[src/rtl/scan_chain_ctrl.sv]
// Scan chain of WIDTH inverter-linked stages with a built-in load/capture/unload sequencer.
// A single start pulse runs a full scan test; done pulses once after the last unload shift.
module scan_chain_ctrl #(
    parameter int WIDTH = 8,
    localparam int CNT_W = $clog2(WIDTH)
) (
    input  logic             clk,
    input  logic             rst,
    input  logic             start,
    input  logic             run_en,
    input  logic             D,
    input  logic             SI,
    output logic [WIDTH-1:0] Q,
    output logic             SO,
    output logic             se,
    output logic             so_valid,
    output logic             busy,
    output logic             done
);

    typedef enum logic [1:0] {
        IDLE    = 2'd0,
        SHIFT   = 2'd1,
        CAPTURE = 2'd2,
        UNLOAD  = 2'd3
    } state_e;

    localparam logic [CNT_W-1:0] LAST_CNT = CNT_W'(WIDTH - 1);

    state_e           state_q, state_d;
    logic [CNT_W-1:0] cnt_q, cnt_d;
    logic [WIDTH-1:0] chain_q, chain_d;
    logic             done_q, done_d;

    logic [WIDTH-1:0] func_next;
    logic [WIDTH-1:0] scan_next;
    logic             last_cnt;

    // Functional path is the inverter chain; scan path is a plain shift from SI toward SO.
    assign func_next = {~chain_q[WIDTH-2:0], D};
    assign scan_next = {chain_q[WIDTH-2:0], SI};
    assign last_cnt  = (cnt_q == LAST_CNT);

    always_comb begin
        // NOTE: every output of this block gets a default first so no path leaves one unassigned (no latches).
        state_d = state_q;
        cnt_d   = cnt_q;
        chain_d = chain_q;
        done_d  = 1'b0;

        unique case (state_q)
            IDLE: begin
                if (run_en) begin
                    chain_d = func_next;
                end
                if (start) begin
                    state_d = SHIFT;
                    cnt_d   = '0;
                end
            end

            SHIFT: begin
                chain_d = scan_next;
                if (last_cnt) begin
                    state_d = CAPTURE;
                end else begin
                    cnt_d = cnt_q + CNT_W'(1);
                end
            end

            CAPTURE: begin
                chain_d = func_next;
                state_d = UNLOAD;
                cnt_d   = '0;
            end

            UNLOAD: begin
                chain_d = scan_next;
                if (last_cnt) begin
                    state_d = IDLE;
                    cnt_d   = '0;
                    done_d  = 1'b1;
                end else begin
                    cnt_d = cnt_q + CNT_W'(1);
                end
            end

            default: begin
                state_d = IDLE;
                cnt_d   = '0;
            end
        endcase
    end

    always_ff @(posedge clk) begin
        // NOTE: state registers use non-blocking assignments so all of them update together at the edge.
        if (rst) begin
            state_q <= IDLE;
            cnt_q   <= '0;
            chain_q <= '0;
            done_q  <= 1'b0;
        end else begin
            state_q <= state_d;
            cnt_q   <= cnt_d;
            chain_q <= chain_d;
            done_q  <= done_d;
        end
    end

    assign Q        = chain_q;
    assign SO       = chain_q[WIDTH-1];
    assign se       = (state_q == SHIFT) || (state_q == UNLOAD);
    assign so_valid = (state_q == UNLOAD);
    assign busy     = (state_q != IDLE);
    assign done     = done_q;

endmodule

[config.mk]
export PLATFORM = sky130hd
export DESIGN_NAME = scan_chain_ctrl
export DESIGN_NICKNAME = d
export VERILOG_FILES = /design/src/rtl/scan_chain_ctrl.sv
export SDC_FILE = /design/constraint.sdc
export NUM_CORES = 1
export LEC_CHECK = 0
export ABC_AREA = 1
export CORE_MARGIN = 5
export CORE_UTILIZATION = 50
export DETAILED_ROUTE_END_ITERATION = 12
export PLACE_DENSITY_LB_ADDON = 0.2
export SYNTH_ARGS = -nofsm -noshare
export SYNTH_HDL_FRONTEND = slang
export SYNTH_SLANG_ARGS = --single-unit
[constraint.sdc]
create_clock -name clk -period 4.1 [get_ports clk]
set_input_delay 0.82 -clock clk [delete_from_list [all_inputs] [get_ports clk]]
set_output_delay 0.82 -clock clk [all_outputs]
set_load 0.01 [all_outputs]
==> results.cfg, run 1 <==
[run_status]
status = finished, final reports clean

[clock_tree]
tritoncts = built
cts_resized = 0
cts_hold_buf = 0
clk_pin_slew_ns = 0.08
clkSinkCount = 14
cts_buffers = 3
cts_setup_buffers = 0
clock_latency_ns = 0.28
cts-root-buf = clkbuf_4
htreeDepth = 1
ctsLongestPathBuffers = 2

[floorplanning]
core_area_mm2 = 0.00149
row_count = 14
io_pins = 19
start_util_pct = 52.4
die_w_um = 49.5
die_h_um = 49.5
die_area_mm2 = 0.00245

[critical_path]
critPathMaxStageDelay_ns = 0.62
cpLargestDelayFamily = flip-flops
worstPathMaxFanout = 10
crit_arrival_ns = 1.90
cp_slowest_cell = dfxtp_1
critPathRequiredTime_ns = 3.28
cp-end-kind = output pin
worstPathBufferInverterCount = 2
worstSetupPathType = register to output pin
path_cells = ha_1 -> inv_1 -> nand2_1 -> clkdlybuf4s50_1
cp-start-kind = register

[detailed_routing]
maxUsedRoutingLayer = met3
drc = 0
vias_per_cell = 4.72
ant_nets = 0
post_drt_wl_per_cell_um = 10.6
first_pass_iters = 1
wirelength_met1_um = 731
wl_met3_um = 90
via_count = 633
drt_iter0_drc = 0
met2_wirelength_um = 597
wl_um = 1420

[global_routing]
antenna_found_initial = 0
grt_max_degree = 17
grt_first_pass_wirelength_um = 2390
grt_util_all_layers_pct = 12.3
grt_pass1_vias = 579
global_route.overflow_total = 0

[placement]
place_hpwl_um = 1070
pre_cts_slack_ns = 1.68
placement.io_buffers = 18
dpl_cell_area_um2 = 942
place.gp.congestion = 0.853

[synthesis]
async_flop_share_pct = 0
synth_top_cell_by_area = dfxtp_1
synth_seq_cells = 14
synth.top_cell.area_share_pct = 36.0
synthesis.area_um2 = 779
avgSynthCellArea_um2 = 7.79
synth_nets = 114
ys_types = 21
seq_area_frac_synth_pct = 36.0
syn_inst = 100
yosys-top-cells-area = dfxtp_1, ha_1, nand2_1
synth_most_common_cell = nand2_1
synthFlopType = dfxtp_1
synth-edff-count = 0
yosysWarnings = 0
synth_top_cells_by_count = nand2_1, dfxtp_1, inv_1, nor2_1, ha_1

[sta]
slew_headroom_pct = 68.9
rsz0062_at_grt = false
setup_viol = 0
setup_ws_ns = 1.38
fmax_mhz = 368
setup_tns_ns = 0
fin_skew_ns = 0.00594
slew_viol_final = 0
post-route-min-period_ns = 2.72
timing_hold_violations_final = 0
finalCritPeriodShare_pct = 66.3
tightest_slew_ns = 0.466

[job]
drv_cap = 0

[power]
powerDensity_mw_per_mm2 = 752
vdd_ir_drop_max_mv = 0.378
p_leak_nw = 0.478

[layout]
fin_nets = 133
final_cell_area_um2 = 978
antennaDiodeCount = 0
syn_to_final_growth_pct = 25.5
drive_above_1_share_pct = 9.32

[worst_hold_path]
hold_class = register to register
[cell families after synthesis]
| group | share of synthesized area, % |
|---|---|
| simple gates | 19.4 |
| buf+inv | 12.0 |
| compound gates | 13.0 |
| flops | 36.0 |
| fa+ha+maj | 12.8 |
| xor+xnor | 6.74 |
[flip-flops by register name, indices dropped and copies added, names as in the netlist]
name	flops
cnt_q	3
Q	8
state_q	2
done	1
[worst min-delay path, stage by stage (launching register included)]
cell,delay (ns)
dfxtp_1,0.32
inv_1,0.05
nand2_1,0.04
nand2_1,0.05
nor2_1,0.03
[where the power goes]
part,internal [mW],total (mW),switching (mW)
logic,0.194,0.388,0.194
clock network,0.0540,0.100,0.0463
registers,0.191,0.248,0.0570
total,0.439,0.736,0.297
[cells in the final DEF (no fill, tap or decap), types with 2 or more instances in the layout]
master / instances
clkbuf_4: 3
inv_1: 14
a21oi_1: 7
nor2_1: 12
clkdlybuf4s50_1: 18
ha_1: 8
nand2_1: 15
dfxtp_1: 14
o21ai_0: 6
xor2_1: 6
o21ai_1: 2
o21ai_2: 2
nand3_1: 2
[worst paths after layout]
kind / slack (ns) / depth (start not counted) / start / end
setup / recovery: 1.38 / 4 / state_q[0]$_SDFFE_PP0P_ / se
hold / removal: 0.52 / 4 / cnt_q[1]$_SDFFE_PP0P_ / cnt_q[1]$_SDFFE_PP0P_
setup reg to reg: 2.50 / 5 / state_q[0]$_SDFFE_PP0P_ / Q[6]$_SDFFE_PP0P_
hold reg to reg: 0.52 / 4 / cnt_q[1]$_SDFFE_PP0P_ / cnt_q[1]$_SDFFE_PP0P_
[per-layer routing]
layer,vias up,global-route usage [%]
li1,344,-
met1,276,16.8
met4,0,6.55
met3,0,3.31
met2,13,17.4
met5,-,0
[final cells by class]
cell class	instances	area, um2
multi-input combinational	67	405
inverter	15	56.3
tap	16	20.0
timing repair buffer	18	180
fill	143	510
clock buffer	4	36.3
sequential	14	280
[metrics by stage]
step | total power [mW] | instances | utilization (%) | hold slack, ns
3_5_place_dp | 0.643 | 130 | 63.3 | 0.509
5_1_grt | 0.799 | 134 | 65.7 | 0.549
6_report | 0.736 | 134 | 65.7 | 0.523
2_1_floorplan | 0.509 | 100 | - | 0.482
4_1_cts | 0.745 | 134 | 65.7 | 0.523
3_3_place_gp | 0.633 | 130 | 63.3 | 0.502
(Power assumes the default switching activity.)
==> run 2, diff against run 1 <==
- CORE_UTILIZATION: 50 -> 47
- clock period: 4.1 -> 2.5 ns (I/O delays scaled with it)
==> run 2 against run 1 <==
Against the previous run: hold slack worse by 0.0057 ns; total power is 65% higher; wire length is 3.7% lower; worst setup slack worse by 1.0 ns; via count is 2.5% higher; critical path type unchanged; largest power group unchanged; highest routed layer is now met4.
==> results.cfg, run 2 (synthesis results as in run 1) <==
[sta]
slew_headroom_pct = 74.9
slew_viol_final = 0
fin_skew_ns = 0.00128
timing_hold_violations_final = 0
setup_viol = 0
tightest_slew_ns = 0.376
setup_tns_ns = 0
setup_ws_ns = 0.351
post-route-min-period_ns = 2.15
whs_ns = 0.518
finalCritPeriodShare_pct = 86.0
fmax_mhz = 465
rsz0062_at_grt = false

[layout]
syn_to_final_growth_pct = 26.5
fin_cells = 135
layout_commonest_cell = clkdlybuf4s50_1
final_cell_mix = clkdlybuf4s50_1, nand2_1, dfxtp_1, inv_1, nor2_1
final_util_pct = 64.0
fin_nets = 134
final_cell_area_um2 = 986
drive_above_1_share_pct = 10.1
antennaDiodeCount = 0
largest_reg_flops = 8

[run_status]
status = finished, final reports clean

[floorplanning]
start_util_pct = 50.6
row_count = 14
die_area_mm2 = 0.00257
die_h_um = 50.7
die_w_um = 50.7
core_area_mm2 = 0.00154
io_pins = 19

[critical_path]
cp-startpoint = state_q[0]$_SDFFE_PP0P_
cp-end-kind = output pin
r2r-end = Q[7]$_SDFFE_PP0P_
rrSetupSlack_ns = 1.10
worstSetupPathType = register to output pin
cp-endpoint = se
crit_arrival_ns = 1.65
critPathRequiredTime_ns = 2.00
rr_worst_depth = 6
worstPathMaxFanout = 4
cp-start-kind = register
reg2reg_from = state_q[0]$_SDFFE_PP0P_

[worst_hold_path]
hold_class = register to register

[detailed_routing]
drc = 0
ant_nets = 0
wl_um = 1370
via_count = 649
first_pass_iters = 3
post_drt_wl_per_cell_um = 10.1
vias_per_cell = 4.81
drt_iter0_drc = 7

[global_routing]
grt-busiest-layer = met1
grt_max_degree = 17
use_met3_pct = 2.07
grt_first_pass_wirelength_um = 2350
grt_pass1_vias = 535
met1_usage_pct = 17.1
grt_util_all_layers_pct = 11.7
grtUsageMet2_pct = 15.3
global_route.overflow_total = 0
antenna_found_initial = 0

[placement]
pre_cts_slack_ns = 0.665
place_hpwl_um = 1050
post-place-cells = 131
place.gp.congestion = 0.790
dpl_cell_area_um2 = 950
placement.io_buffers = 18

[clock_tree]
cts-root-buf = clkbuf_4
tritoncts = built
cts_setup_buffers = 0
clk_pin_slew_ns = 0.09
cts_hold_buf = 0
cts_resized = 0
htreeDepth = 1
clkSinkCount = 14
clock_latency_ns = 0.28
cts_buffers = 3
ctsLongestPathBuffers = 2

[job]
drv_cap = 0

[power]
vdd_ir_drop_max_mv = 0.780
powerDensity_mw_per_mm2 = 1230
p_leak_nw = 0.483
power_mw = 1.22
==> run 2: area by class of cell <==
| class | count | area [um2] |
|---|---|---|
| Fill cell | 132 | 556 |
| Multi-Input combinational cell | 67 | 405 |
| Sequential cell | 14 | 280 |
| Timing Repair Buffer | 19 | 188 |
| Inverter | 15 | 56.3 |
| Clock buffer | 4 | 36.3 |
| Tap cell | 16 | 20.0 |
==> run 2: worst min-delay path by stage <==
stage	to	cells past startpoint	startpoint
after floorplan	cnt_q[0]$_SDFFE_PP0P_	2	cnt_q[0]$_SDFFE_PP0P_
after global placement	cnt_q[2]$_SDFFE_PP0P_	2	cnt_q[2]$_SDFFE_PP0P_
after detailed placement	cnt_q[0]$_SDFFE_PP0P_	2	cnt_q[0]$_SDFFE_PP0P_
after CTS	cnt_q[0]$_SDFFE_PP0P_	2	cnt_q[0]$_SDFFE_PP0P_
after global routing	cnt_q[0]$_SDFFE_PP0P_	2	cnt_q[0]$_SDFFE_PP0P_
final	cnt_q[0]$_SDFFE_PP0P_	2	cnt_q[0]$_SDFFE_PP0P_
==> run 2: critical path: stages, from the launching register on <==
cell and delay, ns:
dfxtp_1 0.42, ha_1 0.26, inv_1 0.07, nand2_1 0.09, clkdlybuf4s50_1 0.54
==> run 2: where the power goes <==
| part | total [mW] | internal (mW) | switching (mW) | leakage, nW |
|---|---|---|---|---|
| logic | 0.664 | 0.329 | 0.335 | 0.346 |
| clock network | 0.164 | 0.0886 | 0.0751 | 0.0210 |
| registers | 0.388 | 0.313 | 0.0753 | 0.116 |
==> run 2: per-layer routing <==
layer / vias to the layer above / part of all wire (%)
li1: 351 / -
met1: 278 / 52
met2: 16 / 40
met3: 4 / 5.2
met4: 0 / 2.5
met5: - / 0
==> run 3, diff against run 2 <==
- CORE_UTILIZATION: 47 -> 50
- clock period: 2.5 -> 2.7 ns (I/O delays scaled with it)
==> run 3 against run 2 <==
Against the previous run: total power shrank 7.2%; utilization grew 1.8 points; combinational power shrank 11%; non-clock buffer count shrank 1; cell area shrank 0.76%; first-iteration DRC count shrank 29%; via count grew 0.77%; critical endpoint is now busy.
==> results.cfg, run 3 (synthesis results as in run 1) <==
[critical_path]
critPathRequiredTime_ns = 2.16
worstSetupPathType = register to output pin
crit_arrival_ns = 1.91
cp-start-kind = register
rrSetupSlack_ns = 1.08
worstPathMaxFanout = 10
cp-end-kind = output pin

[detailed_routing]
ant_nets = 0
wl_um = 1500
drc = 0
vias_per_cell = 4.88
post_drt_wl_per_cell_um = 11.2
via_count = 654
first_pass_iters = 4
drt_iter0_drc = 5

[placement]
place.gp.congestion = 0.853
place_hpwl_um = 1120
dpl_cell_area_um2 = 942
placement.io_buffers = 18

[power]
power_mw = 1.13
p_switching_mw = 0.461
swShare_pct = 40.9
power.internal_mw = 0.666
vdd_ir_drop_max_mv = 0.661
power_frac_comb_pct = 52.6
powerDensity_mw_per_mm2 = 1150
clockPowerShare_pct = 14.0
power_frac_seq_pct = 33.4
p_leak_nw = 0.478

[floorplanning]
start_util_pct = 52.4
row_count = 14
die_w_um = 49.5
io_pins = 19
die_area_mm2 = 0.00245
core_area_mm2 = 0.00149
die_h_um = 49.5

[global_routing]
grt_util_all_layers_pct = 13.2
grt_max_degree = 17
grt_first_pass_wirelength_um = 2530
grt_pass1_vias = 600
global_route.overflow_total = 0
antenna_found_initial = 0

[sta]
fmax_mhz = 408
post-route-min-period_ns = 2.45
finalCritPeriodShare_pct = 90.7
rsz0062_at_grt = false
tightest_slew_ns = 0.470
slew_headroom_pct = 68.6
timing_hold_violations_final = 0
setup_tns_ns = 0
setup_viol = 0
slew_viol_final = 0
fin_skew_ns = 0.00591

[run_status]
status = finished, final reports clean

[clock_tree]
cts_setup_buffers = 0
cts_buffers = 3
clock_latency_ns = 0.29
clkSinkCount = 14
cts-root-buf = clkbuf_4
ctsLongestPathBuffers = 2
htreeDepth = 1
cts_resized = 0
clk_pin_slew_ns = 0.09
tritoncts = built
cts_hold_buf = 0

[layout]
largest_reg_flops = 8
final_cell_mix = clkdlybuf4s50_1, nand2_1, dfxtp_1, inv_1, nor2_1
final_cell_area_um2 = 978
layout_commonest_cell = clkdlybuf4s50_1
drive_above_1_share_pct = 9.32
fin_nets = 133
antennaDiodeCount = 0
syn_to_final_growth_pct = 25.5

[worst_hold_path]
hold_class = register to register

[job]
drv_cap = 0
## run 3: cell types whose count changed in the layout (fill, tap and decap cells not counted)
cell / before / now
buf_4: 1 / 0
## run 3: stage by stage
| step | util, % | worst slack [ns] | hold slack (ns) | std cells |
|---|---|---|---|---|
| after floorplan | - | 1.29 | 0.482 | 100 |
| after global placement | 63.3 | 0.607 | 0.502 | 130 |
| after detailed placement | 63.3 | 0.567 | 0.512 | 130 |
| after CTS | 65.7 | 0.239 | 0.524 | 134 |
| after global routing | 65.7 | 0.124 | 0.549 | 134 |
| final | 65.7 | 0.252 | 0.525 | 134 |
## run 3: power groups by stage
stage	sequential, mW	combinational, mW	clock [mW]
after floorplan	0.378	0.395	0
after global placement	0.379	0.581	0
after detailed placement	0.382	0.596	0
after CTS	0.377	0.599	0.161
after global routing	0.392	0.658	0.167
final	0.377	0.593	0.158
## run 3: path summary, 6_finish.rpt
| path | start | end | cells after the start |
|---|---|---|---|
| min reg2reg | cnt_q[0]$_SDFFE_PP0P_ | cnt_q[0]$_SDFFE_PP0P_ | 2 |
| max | state_q[0]$_SDFFE_PP0P_ | busy | 4 |
| max reg2reg | state_q[0]$_SDFFE_PP0P_ | Q[6]$_SDFFE_PP0P_ | 5 |
| min | cnt_q[0]$_SDFFE_PP0P_ | cnt_q[0]$_SDFFE_PP0P_ | 2 |
## run 3: cell type report
type / instances / area, um2
tap: 16 / 20.0
inverter: 15 / 56.3
multi-input combinational: 67 / 405
clock buffer: 4 / 36.3
fill: 138 / 510
timing repair buffer: 18 / 180
sequential: 14 / 280
## run 3: critical path, cell delays in order (launching register included)
cell             delay (ns)
dfxtp_1                0.62
inv_2                  0.14
ha_1                   0.27
inv_1                  0.06
clkdlybuf4s50_1        0.52
## run 3: routing by layer
metal	vias up	share of wire (%)	GRT usage (%)
li1	344	-	-
met1	287	48	16.8
met2	18	43	19.3
met3	5	6.0	3.31
met4	0	3.1	9.17
met5	-	0	0
